==> config.mk <==
export PLATFORM = sky130hd
export DESIGN_NAME = hqc_uart_cmd_ctrl_flat
export DESIGN_NICKNAME = d
export VERILOG_FILES = /design/src/rtl/hqc_uart_cmd_ctrl_if.sv /design/src/rtl/hqc_uart_cmd_ctrl.sv /design/src/flat_wrapper.sv
export SDC_FILE = /design/constraint.sdc
export NUM_CORES = 1
export LEC_CHECK = 0
export CAP_MARGIN = 20
export CORE_ASPECT_RATIO = 0.5
export CORE_MARGIN = 2
export CORE_UTILIZATION = 53
export DETAILED_ROUTE_END_ITERATION = 10
export PLACE_DENSITY = 0.85
export SLEW_MARGIN = 20
export SYNTH_ARGS = -nofsm -noshare
export SYNTH_HDL_FRONTEND = slang
export SYNTH_SLANG_ARGS = --single-unit
export TNS_END_PERCENT = 10
==> constraint.sdc <==
create_clock -name clk -period 3.3 [get_ports clk]
set_clock_uncertainty 0.1 [all_clocks]
set_input_delay 0.66 -clock clk [delete_from_list [all_inputs] [get_ports clk]]
set_output_delay 0.66 -clock clk [all_outputs]
set_load 0.005 [all_outputs]
==> src/rtl/hqc_uart_cmd_ctrl_if.sv <==
// hqc_uart_cmd_ctrl_if: UART byte link, buffer port and decap core handshake bundle
interface hqc_uart_cmd_ctrl_if #(parameter int ADDR_W = 13);
    logic [7:0] rx_data;
    logic rx_valid;
    logic [7:0] tx_data;
    logic tx_valid;
    logic tx_ready;
    logic ct_we;
    logic sk_we;
    logic [ADDR_W-1:0] buf_addr;
    logic [7:0] buf_wdata;
    logic ss_re;
    logic [ADDR_W-1:0] ss_addr;
    logic [7:0] ss_rdata;
    logic core_start;
    logic core_done;
    logic trig;
    logic busy;
    modport master (
        input rx_data, rx_valid, tx_ready, ss_rdata, core_done,
        output tx_data, tx_valid, ct_we, sk_we, buf_addr, buf_wdata, ss_re, ss_addr, core_start, trig, busy
    );
    modport slave (
        output rx_data, rx_valid, tx_ready, ss_rdata, core_done,
        input tx_data, tx_valid, ct_we, sk_we, buf_addr, buf_wdata, ss_re, ss_addr, core_start, trig, busy
    );
endinterface

==> src/rtl/hqc_uart_cmd_ctrl.sv <==
// hqc_uart_cmd_ctrl: host command sequencer loading HQC decap buffers, running the core and returning the shared secret
module hqc_uart_cmd_ctrl #(
    parameter int CT_BYTES = 4433,
    parameter int SK_BYTES = 2305,
    parameter int SS_BYTES = 64,
    parameter int ADDR_W = 13,
    parameter int TIMEOUT_CYCLES = 5000000
) (
    input logic clk,
    input logic rst,
    hqc_uart_cmd_ctrl_if.master bus
);
    typedef enum logic [2:0] {IDLE, LOAD, RUN, WAIT, READ, RD_WAIT, SEND, REPLY} state_t;
    localparam int CNT_W = $clog2(TIMEOUT_CYCLES + 1);
    state_t state, state_nx;
    logic sel_ct, ct_ok, sk_ok;
    logic [ADDR_W-1:0] idx, ss_idx;
    logic [CNT_W-1:0] cnt;
    logic [7:0] status_nx;
    logic last_byte, timeout;
    assign last_byte = idx == (sel_ct ? ADDR_W'(CT_BYTES - 1) : ADDR_W'(SK_BYTES - 1));
    assign timeout = cnt == CNT_W'(TIMEOUT_CYCLES - 1);
    assign bus.core_start = state == RUN;
    assign bus.trig = state == RUN || state == WAIT;
    assign bus.ss_re = state == READ;
    assign bus.ss_addr = ss_idx;
    assign bus.tx_valid = state == REPLY || state == SEND;
    assign bus.busy = state != IDLE;
    // state register; reset drops any operation in flight without a reply
    always_ff @(posedge clk) begin
        if (rst) state <= IDLE;
        else state <= state_nx;
    end
    // command decode and sequencing; status_nx is the byte loaded on entry to REPLY
    always_comb begin
        state_nx = state;
        status_nx = 8'h00;
        case (state)
            IDLE: if (bus.rx_valid) begin
                case (bus.rx_data)
                    8'h01, 8'h02: state_nx = LOAD;
                    8'h03: begin
                        state_nx = (ct_ok && sk_ok) ? RUN : REPLY;
                        status_nx = 8'hE2;
                    end
                    8'h04: state_nx = READ;
                    default: begin
                        state_nx = REPLY;
                        status_nx = 8'hEE;
                    end
                endcase
            end
            LOAD: if (bus.rx_valid) begin
                if (last_byte) state_nx = REPLY;
            end else if (timeout) begin
                state_nx = REPLY;
                status_nx = 8'hE1;
            end
            RUN: state_nx = WAIT;
            WAIT: if (bus.core_done) state_nx = REPLY;
            READ: state_nx = RD_WAIT;
            RD_WAIT: state_nx = SEND;
            SEND: if (bus.tx_ready) state_nx = (ss_idx == ADDR_W'(SS_BYTES - 1)) ? IDLE : READ;
            REPLY: if (bus.tx_ready) state_nx = IDLE;
            default: state_nx = IDLE;
        endcase
    end
    // registered write port, load index and timeout counter, loaded flags, tx byte and secret read index
    always_ff @(posedge clk) begin
        if (rst) begin
            sel_ct <= 1'b0;
            ct_ok <= 1'b0;
            sk_ok <= 1'b0;
            idx <= '0;
            ss_idx <= '0;
            cnt <= '0;
            bus.tx_data <= 8'h00;
            bus.ct_we <= 1'b0;
            bus.sk_we <= 1'b0;
            bus.buf_addr <= '0;
            bus.buf_wdata <= 8'h00;
        end else begin
            bus.ct_we <= 1'b0;
            bus.sk_we <= 1'b0;
            cnt <= cnt + 1'b1;
            if (state != REPLY && state_nx == REPLY) bus.tx_data <= status_nx;
            case (state)
                IDLE: if (bus.rx_valid && (bus.rx_data == 8'h01 || bus.rx_data == 8'h02)) begin
                    sel_ct <= bus.rx_data == 8'h01;
                    idx <= '0;
                    cnt <= '0;
                    if (bus.rx_data == 8'h01) ct_ok <= 1'b0;
                    else sk_ok <= 1'b0;
                end else if (bus.rx_valid && bus.rx_data == 8'h04) ss_idx <= '0;
                LOAD: if (bus.rx_valid) begin
                    bus.ct_we <= sel_ct;
                    bus.sk_we <= !sel_ct;
                    bus.buf_addr <= idx;
                    bus.buf_wdata <= bus.rx_data;
                    idx <= idx + 1'b1;
                    cnt <= '0;
                    if (last_byte && sel_ct) ct_ok <= 1'b1;
                    if (last_byte && !sel_ct) sk_ok <= 1'b1;
                end
                RD_WAIT: bus.tx_data <= bus.ss_rdata;
                SEND: if (bus.tx_ready) ss_idx <= ss_idx + 1'b1;
                default: ;
            endcase
        end
    end
endmodule

==> src/flat_wrapper.sv <==
// flat-port wrapper written by rule: the top's interface ports become plain ports
module hqc_uart_cmd_ctrl_flat 
#(
    parameter int CT_BYTES = 4433,
    parameter int SK_BYTES = 2305,
    parameter int SS_BYTES = 64,
    parameter int ADDR_W = 13,
    parameter int TIMEOUT_CYCLES = 5000000
)
  (clk, rst, bus_rx_data, bus_rx_valid, bus_tx_ready, bus_ss_rdata, bus_core_done, bus_tx_data, bus_tx_valid, bus_ct_we, bus_sk_we, bus_buf_addr, bus_buf_wdata, bus_ss_re, bus_ss_addr, bus_core_start, bus_trig, bus_busy);
  hqc_uart_cmd_ctrl_if #(.ADDR_W(ADDR_W)) bus_i ();
  input logic clk;
  input logic rst;
  input wire logic [$bits(bus_i.rx_data)-1:0] bus_rx_data;
  input wire logic [$bits(bus_i.rx_valid)-1:0] bus_rx_valid;
  input wire logic [$bits(bus_i.tx_ready)-1:0] bus_tx_ready;
  input wire logic [$bits(bus_i.ss_rdata)-1:0] bus_ss_rdata;
  input wire logic [$bits(bus_i.core_done)-1:0] bus_core_done;
  output wire logic [$bits(bus_i.tx_data)-1:0] bus_tx_data;
  output wire logic [$bits(bus_i.tx_valid)-1:0] bus_tx_valid;
  output wire logic [$bits(bus_i.ct_we)-1:0] bus_ct_we;
  output wire logic [$bits(bus_i.sk_we)-1:0] bus_sk_we;
  output wire logic [$bits(bus_i.buf_addr)-1:0] bus_buf_addr;
  output wire logic [$bits(bus_i.buf_wdata)-1:0] bus_buf_wdata;
  output wire logic [$bits(bus_i.ss_re)-1:0] bus_ss_re;
  output wire logic [$bits(bus_i.ss_addr)-1:0] bus_ss_addr;
  output wire logic [$bits(bus_i.core_start)-1:0] bus_core_start;
  output wire logic [$bits(bus_i.trig)-1:0] bus_trig;
  output wire logic [$bits(bus_i.busy)-1:0] bus_busy;
  assign bus_i.rx_data = bus_rx_data;
  assign bus_i.rx_valid = bus_rx_valid;
  assign bus_i.tx_ready = bus_tx_ready;
  assign bus_i.ss_rdata = bus_ss_rdata;
  assign bus_i.core_done = bus_core_done;
  assign bus_tx_data = bus_i.tx_data;
  assign bus_tx_valid = bus_i.tx_valid;
  assign bus_ct_we = bus_i.ct_we;
  assign bus_sk_we = bus_i.sk_we;
  assign bus_buf_addr = bus_i.buf_addr;
  assign bus_buf_wdata = bus_i.buf_wdata;
  assign bus_ss_re = bus_i.ss_re;
  assign bus_ss_addr = bus_i.ss_addr;
  assign bus_core_start = bus_i.core_start;
  assign bus_trig = bus_i.trig;
  assign bus_busy = bus_i.busy;
  hqc_uart_cmd_ctrl #(.CT_BYTES(CT_BYTES), .SK_BYTES(SK_BYTES), .SS_BYTES(SS_BYTES), .ADDR_W(ADDR_W), .TIMEOUT_CYCLES(TIMEOUT_CYCLES)) u_core (.clk(clk), .rst(rst), .bus(bus_i));
endmodule
Yosys cells after proc, flatten, opt, wreduce, memory -nomap -nowiden:

Index checks and enable logic that the tools add are counted.

* $add $sub $neg: 3
* equal/unequal tests: 25
* mux-type cells: 39
* bitwise operators: 2
* reductions and logical operators: 24

Operators with widths (number)
* $mux W13: 6
* $pmux W13 S2: 2
* $mux W23: 2
* $pmux W23 S2: 1
* $mux W8: 5
* $pmux W8 S2: 2
* $mux W3: 9
* $add A13 B1 Y13 const B: 2
* $pmux W3 S8: 1
* $add A23 B1 Y23 const B: 1
* $eq A23 B23 Y1 const B: 1
* $eq A8 B2 Y1 const B: 2
* $eq A3 B3 Y1 const B: 5
* $eq A13 B13 Y1: 1
* $eq A13 B6 Y1 const B: 1
* $ne A2 B1 Y1 const B: 5
* $reduce_and A5 Y1: 2
* $pmux W3 S3: 1
* $eq A8 B1 Y1 const B: 1
* $eq A8 B3 Y1 const B: 1
* $mux W1: 8
* $ne A2 B2 Y1 const B: 4
* $eq A3 B2 Y1 const B: 2
* $logic_and A1 B1 Y1: 6
* other kinds (14): 22

* register bits: 86
* bits of input ports: 21
* logic and storage cells: 105

Logic depth before layout (Yosys ltp):

Gate-level depths: netlist of run 1.

* word-level depth: 9
* depth in mapped cells: 8
* depth with buffers taken out: 7

Worst setup path before layout of run 1:

Ideal clock, no wire load.

* path type: input to register
* start point: input bus_rx_data[3]
* end point: register u_core.ss_idx[11] (netlist: u_core.bus.ss_addr[11])
* arrival: 2.478 ns
* setup slack: 0.604 ns
* cell stages on the path: 7
* cell sequence: or4_1 -> buf_2 -> or4_4 -> buf_6 -> a2111oi_2 -> xnor2_1 -> nor2_2

* cells in the longest elaborated chain, start to end: 5

Ends and longest elaborated chain
* start: declaration: line flat_wrapper.sv:14 `input wire logic [$bits(bus_i.rx_data)-1:0] bus_rx_data;`
* $eq A8 B1 Y1 / $eq A8 B2 Y1 (equally long branches): line hqc_uart_cmd_ctrl.sv:88 `IDLE: if (bus.rx_valid && (bus.rx_data == 8'h01 || bus.rx_data == 8'h02)) begin`
* $logic_or A1 B1 Y1: line hqc_uart_cmd_ctrl.sv:88
* $logic_and A1 B1 Y1: line hqc_uart_cmd_ctrl.sv:88
* $ne A2 B2 Y1 (no source line)
* $reduce_and A4 Y1 (no source line) (*)
* end signal: assignment: line hqc_uart_cmd_ctrl.sv:106 `SEND: if (bus.tx_ready) ss_idx <= ss_idx + 1'b1;`
* end: declaration: line hqc_uart_cmd_ctrl.sv:17 `logic [ADDR_W-1:0] idx, ss_idx;`

Mark *: on every way between the ends. The rest lies on a longest branch, timed or not.
A chain may end at the register's enable or synchronous reset.

Worst setup path after layout of run 1:

* start point: input bus_rx_data[3]
* end point: register u_core.ss_idx[9] (netlist: u_core.bus.ss_addr[9])

The elaborated chain is that of the path after synthesis.

==> impl_metrics.py, run 1 <==
metrics = {
    "run_status": {
        "outcome": "finished clean",
    },
    "timing": {
        "relSlewSlack_pct": 38.4,
        "fin_crit_sh_pct": 85.9,
        "setup_slack_ns": 0.464,
        "max_freq_ghz": 0.353,
        "layout_min_cycle_time_ns": 2.84,
        "setup_viol": 0,
        "tns_ns": 0,
        "slew_violations": 0,
        "rsz0062_at_grt": "no",
        "max_slew.worst_pin.slew_ns": 0.916,
        "final_hold_viol_count": 0,
    },
    "die": {
        "die_y_um": 65.9,
        "rows": 22,
        "start_util_pct": 55.0,
        "design.die.area_um2": 8410,
        "die_w_um": 128,
        "placeableCoreArea_um2": 7380,
        "boundaryPins": 70,
    },
    "logic_synthesis": {
        "synth.yosys.seq_area_share_pct": 42.4,
        "synth_largest_area_cell": "dfxtp_1",
        "syn_inst": 491,
        "synth_edf_count": 0,
        "synth_warnings": 0,
        "netlist_area_um2": 4060,
        "synth-simple-area-share_pct": 27.6,
        "synth_compound_area_share_pct": 15.1,
        "async_reset_ff_share_pct": 0,
        "syn_area_per_cell_um2": 8.26,
        "muxShareOfSynthArea_pct": 0.524,
        "synth_top_family_by_area": "simple AND/OR/NAND/NOR gates",
        "synth.area.top_cells": "dfxtp_1 (42%), nand2_1 (5.9%), a21oi_1 (5.3%)",
        "yosys_most_used_dff": "dfxtp_1",
        "synth.net_count": 516,
        "synth-seq-cells": 86,
        "yosys.area_share.adder_pct": 1.23,
        "synth_cell_types": 47,
        "yosysTopAreaCellShare_pct": 42.4,
        "synth-xor-area-share_pct": 8.42,
    },
    "routing": {
        "post_drt_via_cell_ratio": 5.67,
        "drc": 0,
        "ant_nets": 0,
        "postRouteWirelength_mm": 9.74,
        "wl_per_cell_um": 14.9,
        "dr.pass1.iters": 4,
        "num_vias": 3695,
        "drtIter0Drc": 201,
    },
    "clock_tree": {
        "clk_latency_ns": 0.34,
        "ctsResizeCount": 0,
        "cts_made_buffers": 9,
        "post-cts-setup-buffers": 0,
        "cts_hold_buffers": 0,
        "cts_sinks": 86,
        "clockBufferDepth": 2,
        "htree_levels": 3,
        "cts_tree": "yes",
        "root_buffer": "clkbuf_16",
        "cts.clk_slew.worst_paths_ns": 0.06,
    },
    "worst_setup_path": {
        "worstRegToRegCells": 5,
        "worstPathMaxFanout": 15,
        "cp.required_ns": 3.44,
        "r2r_end": "u_core.bus.ss_addr[9]$_SDFFE_PP0P_",
        "ff2ff_setup_slack_ns": 0.77,
        "path_class": "input pin to register",
        "startpoint_type": "input pin",
        "reg2reg_from": "u_core.state[1]$_SDFF_PP0_",
        "end_kind": "register",
        "critPathArrivalTime_ns": 2.97,
    },
    "pwr": {
        "peakVddDrop_v": 0.000291,
        "combinationalPowerShare_pct": 17.2,
        "p_int_mw": 1.94,
        "powerDensity_nw_per_um2": 509,
        "power.net_switching_uw": 691,
        "swShare_pct": 26.3,
        "seqPwrFrac_pct": 43.9,
        "p_leak_nw": 1.76,
        "p_clk_share_pct": 38.9,
    },
    "global_route": {
        "antenna_found_initial": 0,
        "overflow": 0,
        "grt.total_usage_pct": 23.9,
        "grt_pass1_vias": 3421,
        "grt_pass1_wl_mm": 16.0,
        "grt_max_degree": 41,
    },
    "min_path": {
        "hold_class": "register to register",
        "min-delay-start": "u_core.bus.buf_addr[1]$_SDFFE_PP0P_",
        "whs_path_depth": 2,
        "holdPathEnd": "u_core.bus.buf_addr[1]$_SDFFE_PP0P_",
    },
    "cells_and_area": {
        "final_area_um2": 5160,
        "syn_to_final_growth_pct": 27.2,
        "fillerInstances": 579,
        "postLayoutCoreUtil_pct": 70.0,
        "insertedDiodeCount": 0,
        "nNetsFinal": 576,
        "drive_gt1_share_pct": 8.09,
    },
    "place": {
        "port-buffer-count": 69,
        "gp_congestion": 0.851,
        "placedInstanceArea_um2": 4860,
        "place_ws_ns": 0.136,
        "hpwl_mm": 6.63,
    },
    "run": {
        "cap_violations": 0,
    },
}
cell usage in the layout (no fill, tap or decap), types with 2 or more instances in the layout:
master | Yosys | routed
inv_1 | 9 | 9
or3_1 | 7 | 7
o41ai_1 | 4 | 4
nor3_1 | 10 | 10
nand3b_1 | 4 | 4
a311oi_1 | 2 | 2
buf_12 | 0 | 2
dfxtp_1 | 86 | 86
buf_4 | 0 | 12
nand2_1 | 64 | 64
clkbuf_16 | 0 | 9
a41oi_1 | 3 | 3
nor2_2 | 4 | 4
xnor2_1 | 21 | 21
and3_1 | 11 | 11
a2111oi_2 | 4 | 4
nor2_1 | 51 | 51
nand4_1 | 14 | 14
nor4_1 | 6 | 6
and2_1 | 9 | 9
a211oi_1 | 7 | 7
clkdlybuf4s50_1 | 0 | 69
o21ai_0 | 23 | 23
or4_1 | 3 | 3
clkbuf_8 | 0 | 2
or3b_2 | 2 | 2
a21oi_1 | 43 | 43
o211a_1 | 2 | 2
clkbuf_1 | 26 | 2
o22ai_1 | 2 | 2
nand3_1 | 19 | 19
and4_1 | 3 | 3
nor3b_1 | 3 | 3
xor2_1 | 18 | 18
ha_1 | 4 | 4
nor4b_1 | 4 | 4
a211oi_2 | 3 | 3
routing by layer:
| layer | part of all wire [%] | global-route usage (%) |
|---|---|---|
| met5 | 0 | 0 |
| met1 | 48 | 31.7 |
| met3 | 5.4 | 6.80 |
| met2 | 45 | 37.9 |
| met4 | 0.98 | 7.83 |
per-stage QoR:
| stage | power [mW] | instances | hold WS [ns] |
|---|---|---|---|
| 2_1_floorplan | 1.40 | 491 | 0.338 |
| 3_3_place_gp | 1.61 | 636 | 0.344 |
| 3_5_place_dp | 1.61 | 636 | 0.349 |
| 4_1_cts | 2.63 | 652 | 0.357 |
| 5_1_grt | 2.73 | 652 | 0.379 |
| 6_report | 2.63 | 652 | 0.352 |
Yosys cell counts, types with 2 or more instances:
cell type  number
dfxtp_1        86
nand2_1        64
nor2_1         51
a21oi_1        43
clkbuf_1       26
o21ai_0        23
xnor2_1        21
nand3_1        19
xor2_1         18
nand4_1        14
and3_1         11
nor3_1         10
and2_1          9
inv_1           9
a211oi_1        7
or3_1           7
nor4_1          6
a2111oi_2       4
buf_2           4
ha_1            4
nand3b_1        4
nor2_2          4
nor4b_1         4
o41ai_1         4
a211oi_2        3
a41oi_1         3
and4_1          3
buf_6           3
nor3b_1         3
or4_1           3
a311oi_1        2
o211a_1         2
o22ai_1         2
or3b_2          2
cell families after synthesis:
group | count (synthesis)
DFF | 86
xor gates and xnor gates | 39
adders and majority gates | 4
AOI/OAI and AO/OA | 96
and+or+nand+nor | 221
muxes | 2
buffers and inverters | 43
layout make-up:
type                    count  area [µm²]  area share (%)
flip-flops and latches     86        1720            33.4
clock inverters             3        42.5           0.824
clock buffers              13         260            5.04
repair buffers             83         821            15.9
multi-input cells         362        2160            41.9
inverters                   9        33.8           0.655
well taps                  96         120            2.33
worst max path at each step:
stage | cells after the start | endpoint | start | slack [ns]
6_report | 6 | u_core.bus.ss_addr[9]$_SDFFE_PP0P_ | bus_rx_data[3] | 0.46
4_1_cts | 6 | u_core.bus.ss_addr[10]$_SDFFE_PP0P_ | bus_rx_data[3] | 0.48
2_1_floorplan | 7 | u_core.bus.ss_addr[11]$_SDFFE_PP0P_ | bus_rx_data[3] | 0.60
3_5_place_dp | 6 | u_core.bus.ss_addr[10]$_SDFFE_PP0P_ | bus_rx_data[3] | 0.14
5_1_grt | 6 | u_core.bus.ss_addr[9]$_SDFFE_PP0P_ | bus_rx_data[3] | 0.39
3_3_place_gp | 6 | u_core.bus.ss_addr[11]$_SDFFE_PP0P_ | bus_rx_data[3] | 0.17
worst max-delay path, stage by stage:
cell and delay, ns:
clkdlybuf4s50_1 0.44, or4_1 0.57, or4_4 0.67, a2111oi_2 0.39, xnor2_1 0.19, nor2_2 0.04
flip-flops by register name, summed over array words and instances, names as in the netlist:
signal / flops
u_core.state: 3
u_core.bus.ct_we: 1
u_core.sel_ct: 1
u_core.bus.buf_wdata: 8
u_core.cnt: 23
u_core.idx: 13
u_core.bus.sk_we: 1
u_core.bus.buf_addr: 13
u_core.ct_ok: 1
u_core.bus.tx_data: 8
u_core.bus.ss_addr: 13
u_core.sk_ok: 1
power groups by stage:
stage	Clock, mW	Sequential (mW)	Combinational [mW]
after floorplan	0	1.15	0.256
after global placement	0	1.17	0.433
after detailed placement	0	1.17	0.440
after CTS	1.04	1.15	0.447
after global routing	1.08	1.16	0.485
final	1.02	1.15	0.451
No activity file was read; power rests on OpenSTA's default activity.
==> run 2: changes to the inputs <==
Settings changed: ABC_AREA from default to 1, PLACE_DENSITY 0.85 to 0.84.
==> impl_metrics.py, run 2 <==
metrics = {
    "timing": {
        "setup_viol": 0,
        "final_hold_viol_count": 0,
        "fin_crit_sh_pct": 80.4,
        "tns_ns": 0,
        "rsz0062_at_grt": "no",
        "relSlewSlack_pct": 61.5,
        "max_slew.worst_pin.slew_ns": 0.576,
        "layout_min_cycle_time_ns": 2.65,
        "max_freq_ghz": 0.377,
        "slew_violations": 0,
    },
    "global_route": {
        "grt.total_usage_pct": 23.9,
        "grt_pass1_vias": 3611,
        "grt_max_degree": 32,
        "grt_pass1_wl_mm": 16.4,
        "overflow": 0,
        "antenna_found_initial": 0,
    },
    "logic_synthesis": {
        "synth-simple-area-share_pct": 33.0,
        "yosysTopAreaCellShare_pct": 40.5,
        "yosys_most_used_dff": "dfxtp_1",
        "synth.area.top_cells": "dfxtp_1 (41%), nor2_1 (8.5%), nand2_1 (7.5%)",
        "muxShareOfSynthArea_pct": 0,
        "netlist_area_um2": 4250,
        "synth_cell_types": 44,
        "synth_warnings": 0,
        "synth_edf_count": 0,
        "synth_most_common_cell": "nor2_1",
        "synth-xor-area-share_pct": 3.92,
        "synth-seq-cells": 86,
        "synth.yosys.seq_area_share_pct": 40.5,
        "yosys.area_share.adder_pct": 1.18,
        "synth_compound_area_share_pct": 12.4,
        "synth_commonest_cells": "nor2_1 (96), dfxtp_1 (86), nand2_1 (85), inv_1 (67)",
        "syn_area_per_cell_um2": 7.31,
        "async_reset_ff_share_pct": 0,
        "synth_top_family_by_area": "simple AND/OR/NAND/NOR gates",
        "synth_largest_area_cell": "dfxtp_1",
        "syn_inst": 581,
        "synth.net_count": 606,
    },
    "pwr": {
        "peakVddDrop_v": 0.000346,
        "power_mw": 3.30,
        "p_leak_nw": 2.03,
        "powerDensity_nw_per_um2": 621,
    },
    "routing": {
        "post_drt_via_cell_ratio": 5.24,
        "num_vias": 4012,
        "postRouteWirelength_mm": 9.97,
        "drc": 0,
        "dr.pass1.iters": 4,
        "wl_per_cell_um": 13.0,
        "drtIter0Drc": 266,
        "ant_nets": 0,
    },
    "worst_setup_path": {
        "cp.depth": 5,
        "critPathSlowestCell": "dfxtp_1",
        "worstPathMaxFanout": 9,
        "crit_chain": "nand2_1 > nor2_2 > inv_2 > nand2_1 > clkdlybuf4s50_1",
        "critPathArrivalTime_ns": 1.89,
        "worstRegToRegCells": 9,
        "startpoint_type": "register",
        "crit_family": "flip-flops",
        "cp_common_cell": "nand2_1",
        "end_kind": "output port",
        "cp_num_buf_inv": 2,
        "cpPeakStageDelay_ns": 0.61,
        "cp.required_ns": 2.54,
        "path_class": "register to output port",
    },
    "cells_and_area": {
        "largest_register": "u_core.cnt",
        "instances_no_fill": 765,
        "fillerInstances": 638,
        "drive_gt1_share_pct": 10.6,
        "postLayoutCoreUtil_pct": 67.4,
        "multi_input_area_um2": 2150,
        "mostFrequentLayoutCell": "nor2_1",
        "nNetsFinal": 673,
        "largest_register_ffs": 23,
        "syn_to_final_growth_pct": 25.1,
        "layout_common_cells": "nor2_1 (96), dfxtp_1 (86), nand2_1 (85)",
        "insertedDiodeCount": 0,
        "seq_area_um2": 1720,
    },
    "place": {
        "dp_cells": 749,
        "gp_congestion": 0.877,
        "port-buffer-count": 69,
        "hpwl_mm": 7.10,
    },
    "clock_tree": {
        "cts_hold_buffers": 0,
        "ctsResizeCount": 0,
        "cts_made_buffers": 9,
        "cts_tree": "yes",
        "clockBufferDepth": 2,
        "cts_sinks": 86,
        "htree_levels": 3,
        "post-cts-setup-buffers": 0,
        "cts.clk_slew.worst_paths_ns": 0.06,
        "clk_latency_ns": 0.34,
        "root_buffer": "clkbuf_16",
    },
    "die": {
        "die_w_um": 131,
        "rows": 23,
        "start_util_pct": 53.9,
        "die_y_um": 67.3,
        "placeableCoreArea_um2": 7890,
        "boundaryPins": 70,
        "design.die.area_um2": 8790,
    },
    "run_status": {
        "outcome": "finished clean",
    },
    "run": {
        "cap_violations": 0,
    },
    "min_path": {
        "whs_path_depth": 1,
        "hold_class": "register to register",
    },
}
run 2: final timing paths:
check	slack, ns	to	start
hold reg to reg	0.35	u_core.cnt[0]$_SDFF_PP0_	u_core.cnt[0]$_SDFF_PP0_
setup / recovery	0.65	bus_tx_valid	u_core.state[1]$_SDFF_PP0_
hold / removal	0.35	u_core.cnt[0]$_SDFF_PP0_	u_core.cnt[0]$_SDFF_PP0_
setup reg to reg	0.97	u_core.bus.tx_data[1]$_SDFFE_PP0P_	u_core.state[0]$_SDFF_PP0_
run 2: through the flow:
| step | instance area, µm² | setup WS [ns] | hold WS, ns |
|---|---|---|---|
| 3_3_place_gp | 5020 | 0.669 | 0.330 |
| 2_1_floorplan | 4250 | 1.30 | 0.318 |
| 3_5_place_dp | 5020 | 0.547 | 0.345 |
| 4_1_cts | 5310 | 0.654 | 0.355 |
| 6_report | 5310 | 0.647 | 0.351 |
| 5_1_grt | 5310 | 0.540 | 0.388 |
run 2: cell type report:
cell class                      instances  share of cell area [%]
Tap cell                              112                    2.64
Inverter                               78                    5.56
Sequential cell                        86                    32.4
Clock buffer                           12                    5.02
Timing Repair Buffer                   72                    13.4
Multi-Input combinational cell        401                    40.4
Clock inverter                          4                   0.565
run 2: kinds of logic after synthesis:
logic type | after synthesis
buffers and inverters | 94
xor gates and xnor gates | 19
adders and majority gates | 4
and+or+nand+nor | 283
AOI/OAI and AO/OA | 95
DFF | 86
run 2: power by group:
part / total [mW] / internal (mW) / switching (mW)
Clock: 0.989 / 0.573 / 0.416
Sequential: 1.29 / 1.17 / 0.117
Combinational: 1.02 / 0.463 / 0.559
run 2: per-layer routing:
metal	part of all wire, %	routed length (µm)	global-route usage, %	up-vias
met1	46	4600	30.5	1831
met3	6.0	598	6.10	21
met4	1.6	162	8.24	0
met5	0	0	0	-
met2	46	4610	39.8	130
li1	-	-	-	2030
==> RTL edit 1: new RTL, config.mk and constraints of run 2 <==
`ADDR_W` is set to 13 in 3 places; all go to 15.
--- a/src/rtl/hqc_uart_cmd_ctrl_if.sv
+++ b/src/rtl/hqc_uart_cmd_ctrl_if.sv
@@ -1,5 +1,5 @@
 // hqc_uart_cmd_ctrl_if: UART byte link, buffer port and decap core handshake bundle
-interface hqc_uart_cmd_ctrl_if #(parameter int ADDR_W = 13);
+interface hqc_uart_cmd_ctrl_if #(parameter int ADDR_W = 15);
     logic [7:0] rx_data;
     logic rx_valid;
     logic [7:0] tx_data;
--- a/src/rtl/hqc_uart_cmd_ctrl.sv
+++ b/src/rtl/hqc_uart_cmd_ctrl.sv
@@ -3,7 +3,7 @@
     parameter int CT_BYTES = 4433,
     parameter int SK_BYTES = 2305,
     parameter int SS_BYTES = 64,
-    parameter int ADDR_W = 13,
+    parameter int ADDR_W = 15,
     parameter int TIMEOUT_CYCLES = 5000000
 ) (
     input logic clk,
--- a/src/flat_wrapper.sv
+++ b/src/flat_wrapper.sv
@@ -4,7 +4,7 @@
     parameter int CT_BYTES = 4433,
     parameter int SK_BYTES = 2305,
     parameter int SS_BYTES = 64,
-    parameter int ADDR_W = 13,
+    parameter int ADDR_W = 15,
     parameter int TIMEOUT_CYCLES = 5000000
 )
   (clk, rst, bus_rx_data, bus_rx_valid, bus_tx_ready, bus_ss_rdata, bus_core_done, bus_tx_data, bus_tx_valid, bus_ct_we, bus_sk_we, bus_buf_addr, bus_buf_wdata, bus_ss_re, bus_ss_addr, bus_core_start, bus_trig, bus_busy);
Ports: changed (resized bus_buf_addr and bus_ss_addr); port bits go from 70 to 74. No check against the original RTL was run, so the function may have changed too.
==> RTL edit 1 against run 2 <==
Setup slack improved by 0.10 ns; total power increased by 0.43%; area after synthesis increased by 7.4%; final area increased by 6.7%; critical path depth increased by 8; sequential cell count increased by 6; routed wire length increased by 8.5%; global-route usage increased by 0.35 points.
==> RTL edit 1: results (changes against run 2) <==
pwr:
  power_leakage_nw: 2.13  # +4.8%
  peakVddDrop_v: 0.000316  # -8.4%
placement:
  port-buffer-count: 73  # +5.8%
  gp_congestion: 0.942  # +7.4%
  placement.cell_area_mm2: 0.00537  # +7.0%
  dp.cells: 811  # +8.3%
  dp_hpwl_um: 8020  # +13%
critical_path:
  r2r-start: "u_core.cnt[0]"
  cpMaxStageDelayCell: "clkdlybuf4s50_1"
  path_delay_family: "simple AND/OR/NAND/NOR gates"
  critPathLaunch: "bus_rx_data[1]"
  critPathMaxFanout: 12  # +3
  critPathMaxStageDelay_ns: 0.48  # -0.13 ns
  worstPathArrival_ns: 2.69  # +0.80 ns
yosys:
  synth_area_per_cell_um2: 7.13  # -2.5%
  synth.distinct_cells: 44  # unchanged
  synth.yosys.seq_area_share: 0.404  # -0.00169
  synth_commonest_cells: "nand2_1 (120), dfxtp_1 (92), nor2_1 (91)"
  synth_nets: 665  # +9.7%
  synthTopCellsByArea: "dfxtp_1 (40%), nand2_1 (9.9%), nor2_1 (7.5%)"
  synth_edf_count: 0  # unchanged
run:
  max_cap_viol_count: 0  # unchanged
global_route:
  grt_max_degree: 41  # +28%
  grt_usage: 0.242  # +0.00354
  grt_pass1_vias: 4040  # +12%
  grt_pass1_wl_um: 18300  # +11%
route:
  dr.pass1.iters: 5  # +1
  wirelength_um: 10800  # +8.5%
  drt_iter0_markers: 381  # +43%
  vias_per_cell: 5.25  # about the same
  route.vias.total: 4341  # +8.2%
finish:
  final_nets: 735  # +9.2%
  fillers: 690  # +8.2%
  multi_input_area_mm2: 0.00233  # +8.5%
  drive_gt1_frac: 0.0797  # -0.0259
timing:
  tightest_slew_ns: 0.561  # -0.0147 ns
status:
  outcome: "completed"
clocking:
  cts.repair.resized: 0  # unchanged
  root_buffer: "clkbuf_16"
min_path:
  min_from: "u_core.cnt[0]"
==> RTL edit 1: final cells by class <==
| type | count | area share |
|---|---|---|
| clock buffers | 11 | 0.0428 |
| repair buffers | 76 | 0.133 |
| multi-input cells | 451 | 0.410 |
| inverters | 80 | 0.0541 |
| flip-flops and latches | 92 | 0.325 |
| well taps | 112 | 0.0247 |
| clock inverters | 5 | 0.0104 |
==> RTL edit 1: routing by layer <==
layer | part of all wire | track usage
met1 | 0.47 | 0.303
met2 | 0.47 | 0.412
met3 | 0.051 | 0.0680
met4 | 0.013 | 0.0648
met5 | 0 | 0
==> RTL edit 1: kinds of logic after synthesis <==
family                   synth area share
AO/OA/AOI/OAI                       0.125
XOR/XNOR                           0.0365
adder cells (fa/ha/maj)            0.0110
buffers and inverters              0.0861
flip-flops                          0.404
AND/OR/NAND/NOR                     0.338
==> RTL edit 1: power by group <==
| group | switching [W] | total, W | internal (W) |
|---|---|---|---|
| clock | 0.000435 | 0.00104 | 0.000609 |
| combinational | 0.000550 | 0.000953 | 0.000403 |
| sequential | 0.0000934 | 0.00132 | 0.00122 |
| total | 0.00108 | 0.00331 | 0.00224 |
==> RTL edit 1: worst paths after layout <==
kind                            depth (start not counted)                     to  slack (ns)
worst max-delay path                                   13  u_core.bus.tx_data[1]        0.75
worst min-delay path                                    1          u_core.cnt[0]        0.35
worst max register to register                         12  u_core.bus.tx_data[1]        1.08
worst min register to register                          1          u_core.cnt[0]        0.35
==> RTL edit 1: metrics by stage <==
step | setup WS (ns) | hold slack, ns
final | 0.747 | 0.348
after global routing | 0.647 | 0.364
after CTS | 0.784 | 0.355
after detailed placement | 0.449 | 0.342
after global placement | 0.569 | 0.330
after floorplan | 1.27 | 0.318
==> RTL edit 2: new RTL, settings of run 2 <==
Without the edit above. Compare `ss_idx` against `ADDR_W'(SS_BYTES - 1)` with >= in place of ==.
--- a/src/rtl/hqc_uart_cmd_ctrl.sv
+++ b/src/rtl/hqc_uart_cmd_ctrl.sv
@@ -60,7 +60,7 @@
             WAIT: if (bus.core_done) state_nx = REPLY;
             READ: state_nx = RD_WAIT;
             RD_WAIT: state_nx = SEND;
-            SEND: if (bus.tx_ready) state_nx = (ss_idx == ADDR_W'(SS_BYTES - 1)) ? IDLE : READ;
+            SEND: if (bus.tx_ready) state_nx = (ss_idx >= ADDR_W'(SS_BYTES - 1)) ? IDLE : READ;
             REPLY: if (bus.tx_ready) state_nx = IDLE;
             default: state_nx = IDLE;
         endcase
Function: same outputs for any inputs over 4 cycles, from zero or initial values and one cycle with rst high; that may be too few to reach the edited logic, so the function may still have changed.
==> RTL edit 2 against run 2 <==
Sequential cell count unchanged; setup slack better by 0.16 ns; global-route usage up 0.28 points; area after synthesis down 1.9%; final area down 0.78%; routed wire length down 1.8%; first-iteration DRC count up 11%; fmax up 6.4%; total power down 12%; critical endpoint is now u_core.bus.tx_data[7].
==> RTL edit 2: results (changes against run 2) <==
yosys:
  synth.distinct_cells: 43  # -2.3%
  synthMuxAreaShare: 0  # unchanged
  synthFlopType: "dfxtp_1"
  synth_compound_area_frac: 0.144  # +0.0195
  yosys_warnings: 0  # unchanged
  synth_nets: 608  # +0.33%
  synth.yosys.seq_area_share: 0.413  # +0.00767
  synth_commonest_cells: "nand2_1 (99), nor2_1 (95), dfxtp_1 (86)"
  synthTopCellsByArea: "dfxtp_1 (41%), nand2_1 (8.9%), nor2_1 (8.6%)"
  synthAdderAreaFrac: 0.0120  # +0.000223
  synth_xor_area_frac: 0.0231  # -0.0161
clocking:
  postCtsSetupBuffers: 0  # unchanged
  cts_buffer_depth: 2  # unchanged
  path_clk_slew_ns: 0.06  # about the same
critical_path:
  critPathMaxStageDelay_ns: 0.58  # -0.03 ns
  worstPathArrival_ns: 2.66  # +0.77 ns
  cpMaxStageDelayCell: "clkdlybuf4s50_1"
  critPathMaxFanout: 12  # +3
  path_delay_family: "simple AND/OR/NAND/NOR gates"
finish:
  final_nets: 678  # +0.74%
  largest_reg_flops: 23  # unchanged
  n_antenna_cell: 0  # unchanged
  drive_gt1_frac: 0.0805  # -0.0251
  largest-register: "u_core.cnt"
global_route:
  grt_pass1_vias: 3607  # -0.11%
  grt_max_degree: 29  # -9.4%
  grt_usage: 0.241  # +0.00276
  grt_pass1_wl_um: 16400  # +0.17%
  antenna_found_initial: 0  # unchanged
route:
  ant_nets: 0  # unchanged
  vias_per_cell: 5.19  # -1.1%
  drt_iter0_markers: 296  # +11%
  wirelength_um: 9790  # -1.8%
  dr.pass1.iters: 4  # unchanged
placement:
  placement.cell_area_mm2: 0.00495  # -1.3%
  place_ws_ns: 0.512  # -0.0344 ns
  gp_congestion: 0.823  # -6.2%
  dp_hpwl_um: 6990  # -1.6%
pwr:
  power_leakage_nw: 2.02  # -0.56%
  peakVddDrop_v: 0.000264  # -24%
  power_switching_w: 0.000827  # -24%
timing:
  hold_violations: 0  # unchanged
  tightest_slew_ns: 0.508  # -0.0682 ns
min_path:
  hold_path_class: "reg -> reg"
status:
  outcome: "completed"
RTL edit 2: cells by family (layout without fill, tap and decap cells):
family	count (synthesis)	in the layout
and+or+nand+nor	280	280
AOI/OAI and AO/OA	105	105
buffers and inverters	97	172
DFF	86	86
xor gates and xnor gates	11	11
adders and majority gates	4	4
RTL edit 2: cell type report:
| type | instances | area [um^2] |
|---|---|---|
| multi-input combinational | 400 | 2060 |
| fill | 611 | 2190 |
| tap | 108 | 135 |
| clock inverter | 7 | 97.6 |
| clock buffer | 9 | 225 |
| sequential | 86 | 1720 |
| timing repair buffer | 73 | 721 |
| inverter | 83 | 314 |
RTL edit 2: final timing paths:
check                                   start                    end  slack (ns)  cells after the start
worst max-delay path             bus_rx_valid  u_core.bus.tx_data[7]        0.81                     12
worst min-delay path             u_core.sk_ok           u_core.sk_ok        0.35                      2
worst max register to register  u_core.cnt[0]  u_core.bus.tx_data[7]        1.11                     13
worst min register to register   u_core.sk_ok           u_core.sk_ok        0.35                      2
RTL edit 2: stage by stage:
step	hold slack, ns	util	cells	power [W]
floorplan	0.317	-	583	0.00158
global placement	0.329	0.663	750	0.00183
detailed placement	0.345	0.663	750	0.00184
CTS	0.354	0.707	766	0.00293
global route	0.380	0.707	766	0.00307
finish	0.354	0.707	766	0.00292
RTL edit 2: power groups by stage:
stage,clock [W],combinational [W],sequential (W)
2_1_floorplan,0,0.000366,0.00121
3_3_place_gp,0,0.000612,0.00122
3_5_place_dp,0,0.000622,0.00122
4_1_cts,0.00110,0.000628,0.00120
5_1_grt,0.00116,0.000700,0.00121
6_report,0.00109,0.000625,0.00120
RTL edit 2: metal layers:
layer,track usage,part of all wire,vias to the layer above
met5,0,0,-
met4,0.0712,0.017,0
met3,0.0667,0.051,24
met2,0.409,0.48,106
met1,0.303,0.46,1805
li1,-,-,2037
